==> src/rtl/gates_pkg.sv <==
// Shared mode encoding, all_out bit layout and the gate evaluation functions
// used by both the block and its bench model.
package gates_pkg;

    localparam int MODE_W  = 3;
    localparam int MAX_N   = 8;
    localparam int N_FUNCS = 6;

    typedef enum logic [MODE_W-1:0] {
        MODE_AND  = 3'd0,
        MODE_OR   = 3'd1,
        MODE_NAND = 3'd2,
        MODE_NOR  = 3'd3,
        MODE_XOR  = 3'd4,
        MODE_XNOR = 3'd5
    } mode_e;

    localparam mode_e MODE_LAST = MODE_XNOR;

    localparam int IDX_AND  = 0;
    localparam int IDX_OR   = 1;
    localparam int IDX_NAND = 2;
    localparam int IDX_NOR  = 3;
    localparam int IDX_XOR  = 4;
    localparam int IDX_XNOR = 5;

    // Only the low n bits of v take part; the rest are ignored.
    function automatic logic [N_FUNCS-1:0] eval_all(input logic [MAX_N-1:0] v, input int n);
        logic a, o, x;
        logic [N_FUNCS-1:0] r;
        a = 1'b1;
        o = 1'b0;
        x = 1'b0;
        for (int i = 0; i < MAX_N; i++) begin
            if (i < n) begin
                a = a & v[i];
                o = o | v[i];
                x = x ^ v[i];
            end
        end
        r           = '0;
        r[IDX_AND]  = a;
        r[IDX_OR]   = o;
        r[IDX_NAND] = ~a;
        r[IDX_NOR]  = ~o;
        r[IDX_XOR]  = x;
        r[IDX_XNOR] = ~x;
        return r;
    endfunction

    function automatic logic eval_gate(input logic [MAX_N-1:0] v, input int n,
                                       input logic [MODE_W-1:0] m);
        logic [N_FUNCS-1:0] r;
        r = eval_all(v, n);
        if (m > MODE_LAST)
            return 1'b0;
        return r[m];
    endfunction

    function automatic mode_e next_mode(input mode_e m);
        return (m == MODE_LAST) ? MODE_AND : mode_e'(m + 3'd1);
    endfunction

endpackage

==> src/rtl/gates_multimode_debounce.sv <==
// Pushbutton synchronizer and debouncer; press pulses for one cycle, combinationally,
// on the same edge at which the stable level is accepted as high.
module btn_debounce #(
    parameter int DEB_CYCLES = 4
) (
    input  logic clk,
    input  logic rst_n,
    input  logic btn_raw,
    output logic press
);

    localparam int CW = $clog2(DEB_CYCLES + 1);
    localparam logic [CW-1:0] CNT_MAX = CW'(DEB_CYCLES - 1);

    logic          s1_q, s2_q;
    logic          btn_st_q, btn_st_d;
    logic [CW-1:0] cnt_q, cnt_d;
    logic          accept;

    always_comb begin
        btn_st_d = btn_st_q;
        cnt_d    = cnt_q;
        accept   = 1'b0;
        if (s2_q == btn_st_q) begin
            cnt_d = '0;
        end else if (cnt_q == CNT_MAX) begin
            btn_st_d = s2_q;
            cnt_d    = '0;
            accept   = 1'b1;
        end else begin
            cnt_d = cnt_q + CW'(1);
        end
        // Release is accepted the same way but is not an event.
        press = accept & s2_q;
    end

    always_ff @(posedge clk or negedge rst_n) begin
        if (!rst_n) begin
            s1_q     <= 1'b0;
            s2_q     <= 1'b0;
            btn_st_q <= 1'b0;
            cnt_q    <= '0;
        end else begin
            s1_q     <= btn_raw;
            s2_q     <= s1_q;
            btn_st_q <= btn_st_d;
            cnt_q    <= cnt_d;
        end
    end

endmodule

==> src/rtl/gates_multimode.sv <==
// Multi-mode gate block: registers AND/OR/NAND/NOR/XOR/XNOR of the synchronized inputs
// and drives the selected one; mode steps on a debounced press or an auto-scan tick.
module gates_multimode
    import gates_pkg::*;
#(
    parameter int N_IN        = 3,
    parameter int DEB_CYCLES  = 4,
    parameter int AUTO_PERIOD = 0
) (
    input  logic              clk,
    input  logic              rst_n,
    input  logic [N_IN-1:0]   in_bits,
    input  logic              btn_next,
    output logic              gate_out,
    output logic [N_FUNCS-1:0] all_out,
    output logic [MODE_W-1:0] mode,
    output logic              mode_strobe
);

    logic [N_IN-1:0]    in_s1_q, in_s2_q;
    mode_e              mode_q, mode_d;
    logic               strobe_q, strobe_d;
    logic               gate_q, gate_d;
    logic [N_FUNCS-1:0] all_q, all_d;
    logic               press, tick, advance;

    btn_debounce #(.DEB_CYCLES(DEB_CYCLES)) u_deb (
        .clk    (clk),
        .rst_n  (rst_n),
        .btn_raw(btn_next),
        .press  (press)
    );

    assign advance = press | tick;

    generate
        if (AUTO_PERIOD > 0) begin : g_auto
            localparam int AW = (AUTO_PERIOD > 1) ? $clog2(AUTO_PERIOD) : 1;
            localparam logic [AW-1:0] ACNT_MAX = AW'(AUTO_PERIOD - 1);
            logic [AW-1:0] acnt_q, acnt_d;

            assign tick = (acnt_q == ACNT_MAX);

            // A press restarts the period so the next tick is a full period away.
            always_comb begin
                acnt_d = advance ? '0 : acnt_q + AW'(1);
            end

            always_ff @(posedge clk or negedge rst_n) begin
                if (!rst_n)
                    acnt_q <= '0;
                else
                    acnt_q <= acnt_d;
            end
        end else begin : g_no_auto
            assign tick = 1'b0;
        end
    endgenerate

    always_comb begin
        mode_d   = advance ? next_mode(mode_q) : mode_q;
        strobe_d = advance;
        all_d    = eval_all(MAX_N'(in_s2_q), N_IN);
        gate_d   = eval_gate(MAX_N'(in_s2_q), N_IN, mode_q);
    end

    always_ff @(posedge clk or negedge rst_n) begin
        if (!rst_n) begin
            in_s1_q  <= '0;
            in_s2_q  <= '0;
            mode_q   <= MODE_AND;
            strobe_q <= 1'b0;
            gate_q   <= 1'b0;
            all_q    <= '0;
        end else begin
            in_s1_q  <= in_bits;
            in_s2_q  <= in_s1_q;
            mode_q   <= mode_d;
            strobe_q <= strobe_d;
            gate_q   <= gate_d;
            all_q    <= all_d;
        end
    end

    assign gate_out    = gate_q;
    assign all_out     = all_q;
    assign mode        = mode_q;
    assign mode_strobe = strobe_q;

endmodule

==> config.mk <==
export PLATFORM = sky130hd
export DESIGN_NAME = gates_multimode
export DESIGN_NICKNAME = d
export VERILOG_FILES = /design/src/rtl/gates_pkg.sv /design/src/rtl/gates_multimode_debounce.sv /design/src/rtl/gates_multimode.sv
export SDC_FILE = /design/constraint.sdc
export NUM_CORES = 1
export LEC_CHECK = 0
export CAP_MARGIN = 25
export CORE_ASPECT_RATIO = 1.1
export CORE_UTILIZATION = 40
export CTS_CLUSTER_SIZE = 16
export DETAILED_ROUTE_END_ITERATION = 8
export PLACE_DENSITY = 0.69
export SLEW_MARGIN = 15
export SYNTH_ARGS = -nofsm -noshare
export SYNTH_HDL_FRONTEND = slang
export SYNTH_SLANG_ARGS = --single-unit
==> constraint.sdc <==
create_clock -name clk -period 2.13 [get_ports clk]
set_input_delay 0.426 -clock clk [delete_from_list [all_inputs] [get_ports clk]]
set_output_delay 0.426 -clock clk [all_outputs]
set_load 0.01 [all_outputs]
==> reports/metrics.yaml, run 1 <==
ys_warn_count: 0
worstSetupPathType: "reg -> out"
r2r-end: "mode[2]"
clk_pin_slew_worst_paths_ns: 0.11
worstPathMaxFanout: 6
fp.dieW_um: 45.62
reg2reg_setup_slack_ns: 0.78
powerDensity_nw_per_um2: 969.6
grt_pass1_wl_mm: 1.725
final.period_utilization_pct: 86.14
start_kind: "flop"
cp_slowest_cell: "clkdlybuf4s50_1"
period_minus_slack_ns: 1.835
worstMarginPinSlew_ns: 0.2734
cts_max_level: 1
post-cts-setup-buffer-count: 0
fmax_mhz: 545.0
nets: 85
wirelength_um: 989
maxCapViolCount: 0
relSlewSlack_pct: 81.77
layout-drive-gt1-share_pct: 12.00
critical_path_required_ns: 1.70
syn_nets: 63
worstReg2RegStart: "u_deb.cnt_q[0]"
setup_ws_ns: 0.2953
fillers: 166
grt_pass1_vias: 418
cts.repair.resized: 0
min_to: "u_deb.s2_q"
drc: 0
cts_tree: "built"
critPathBufInv: 1
max_stage_delay_ns: 0.60
die_h_um: 49.98
drt_first_pass_iters: 3
ir_drop_v: 0.0005269
syn_area_per_cell_sq_um: 15.50
antenna_cells: 0
grt-ovfl-total: 0
antenna_found_initial: 0
reg2regPathDepth: 4
holdCritStartpoint: "u_deb.s1_q"
vias: 443
path_cells: "clkdlybuf4s50_1"
initial_core_util_pct: 42.32
core_area_sq_um: 1978
post-place-ws_ns: 0.6441
synth_cells: 54
hold_viol: 0
status: "complete, no violations"
worstPathArrival_ns: 1.41
clk_path_buf_depth: 2
avgViaCountPerCell: 4.301
cp-end-kind: "output pin"
clock-sinks: 23
min_path_cells: 0
yosysSeqAreaShare_pct: 68.76
p_leak_nw: 0.5105
whs_ns: 0.3608
hp-class: "reg -> reg"
drtIter0Drc: 1
gp_congestion: 0.7515
antenna_left: 0
synth.area.top_cells: "dfrtp_1 (69%), ha_1 (4.5%), mux2_4 (3.6%)"
dp_hpwl_um: 713.4
netlist_area_sq_um: 837.1
grt_start_max_net_pins: 24
wl_per_cell_um: 9.602
cts_hold_buf: 0
synth_cell_types: 21
syn2layout_area_growth_pct: 27.35
yosysTopAreaCell: "dfrtp_1"
num_rows: 17
ioPinCount: 17
clock_latency_ns: 0.29
io_buffers: 16
slew_violations: 0
tns_ns: 0
cts_made_buffers: 3
synth_top_area_share_pct: 68.76
critPathTopFamily: "buffers and inverters"
yosys_register_bits: 23
finClkSkew_ns: 0.004073
grt_use_total_pct: 11.04
setup_viol_count_final: 0
rsz0062_at_grt: "no"
die-area_sq_um: 2280
startpoint: "mode[0]"
root_buffer: "clkbuf_4"
-- cells by family after synthesis --
| logic type | after synthesis | synth area share [%] |
|---|---|---|
| AOI/OAI and AO/OA | 2 | 1.644 |
| xor gates and xnor gates | 4 | 5.979 |
| adders and majority gates | 3 | 4.485 |
| buffers and inverters | 5 | 2.242 |
| DFF | 23 | 68.76 |
| muxes | 3 | 4.933 |
| and+or+nand+nor | 14 | 11.96 |
-- metrics by stage --
step | total power (W) | cells | area [sq um] | util (%)
2_1_floorplan | 0.0007356 | 54 | 837.1 | -
6_report | 0.001034 | 103 | 1066 | 53.89
3_3_place_gp | 0.0008539 | 99 | 1040 | 52.56
5_1_grt | 0.001104 | 103 | 1066 | 53.89
3_5_place_dp | 0.0008590 | 99 | 1040 | 52.56
4_1_cts | 0.001051 | 103 | 1066 | 53.89
-- layer usage --
metal / vias to the layer above / GRT usage (%) / wire length [um] / part of all wire, %
met5: - / 0 / 0 / 0
met4: 0 / 9.091 / 14 / 1.4
met3: 2 / 2.198 / 36 / 3.6
met2: 11 / 16.67 / 515 / 52
met1: 210 / 13.01 / 422 / 43
li1: 220 / - / - / -
-- registers in the layout, indices dropped and copies added (netlist names) --
signal	flops
u_deb.s2_q	1
u_deb.btn_st_q	1
mode_strobe	1
u_deb.s1_q	1
in_s1_q	3
gate_out	1
all_out	6
mode	3
u_deb.cnt_q	3
in_s2_q	3
-- worst max-delay path by stage --
stage / to / cells after the start / slack (ns)
after floorplan: mode[1] / 4 / 0.86
after global placement: mode[0] / 1 / 0.65
after detailed placement: mode[0] / 1 / 0.64
after CTS: mode[0] / 1 / 0.27
after global routing: mode[0] / 1 / 0.22
final: mode[0] / 1 / 0.30
-- cell usage after synthesis, drive strengths merged --
master  count
nand2       1
mux2        3
xnor2       1
inv         5
nor3b       1
dfrtp      23
and2        1
and4bb      1
nand2b      2
nand3       2
a211o       1
nor2b       2
nor3        1
and2b       1
xor2        2
nand3b      1
xor3        1
nor2        1
ha          3
o21ai       1
-- layout by cell type (no fill, tap or decap) --
| cell type | n |
|---|---|
| a211o_1 | 1 |
| and2_1 | 1 |
| and2b_1 | 1 |
| and4bb_4 | 1 |
| buf_4 | 1 |
| clkbuf_1 | 1 |
| clkbuf_4 | 3 |
| clkdlybuf4s50_1 | 16 |
| dfrtp_1 | 23 |
| ha_1 | 3 |
| inv_1 | 5 |
| mux2_2 | 1 |
| mux2_4 | 2 |
| nand2_4 | 1 |
| nand2b_1 | 2 |
| nand3_1 | 2 |
| nand3b_1 | 1 |
| nor2_1 | 1 |
| nor2b_1 | 2 |
| nor3_1 | 1 |
| nor3b_1 | 1 |
| o21ai_0 | 1 |
| xnor2_1 | 1 |
| xor2_1 | 2 |
| xor3_1 | 1 |
-- where the power goes --
group | switching [W] | total (W) | internal [W]
clock | 0.000113 | 0.000185 | 0.0000728
combinational | 0.000103 | 0.000281 | 0.000178
sequential | 0.0000589 | 0.000567 | 0.000508
-- layout make-up --
class / count / area [sq um] / share of cell area (%)
Inverter: 5 / 18.77 / 1.761
Sequential cell: 23 / 575.6 / 53.99
Multi-Input combinational cell: 26 / 242.7 / 22.77
Timing Repair Buffer: 17 / 167.7 / 15.73
Clock buffer: 4 / 26.28 / 2.465
Tap cell: 28 / 35.03 / 3.286
Power figures use the tool's default switching activity.
==> inputs of run 2 (changes only) <==
--- a/config.mk
+++ b/config.mk
@@ -5,7 +5,7 @@
 export SDC_FILE = /design/constraint.sdc
 export NUM_CORES = 1
 export LEC_CHECK = 0
-export CAP_MARGIN = 25
+export CAP_MARGIN = 20
 export CORE_ASPECT_RATIO = 1.1
 export CORE_UTILIZATION = 40
 export CTS_CLUSTER_SIZE = 16
==> results of run 2 <==
Final layout, timing and power as in run 1 (identical DEF).
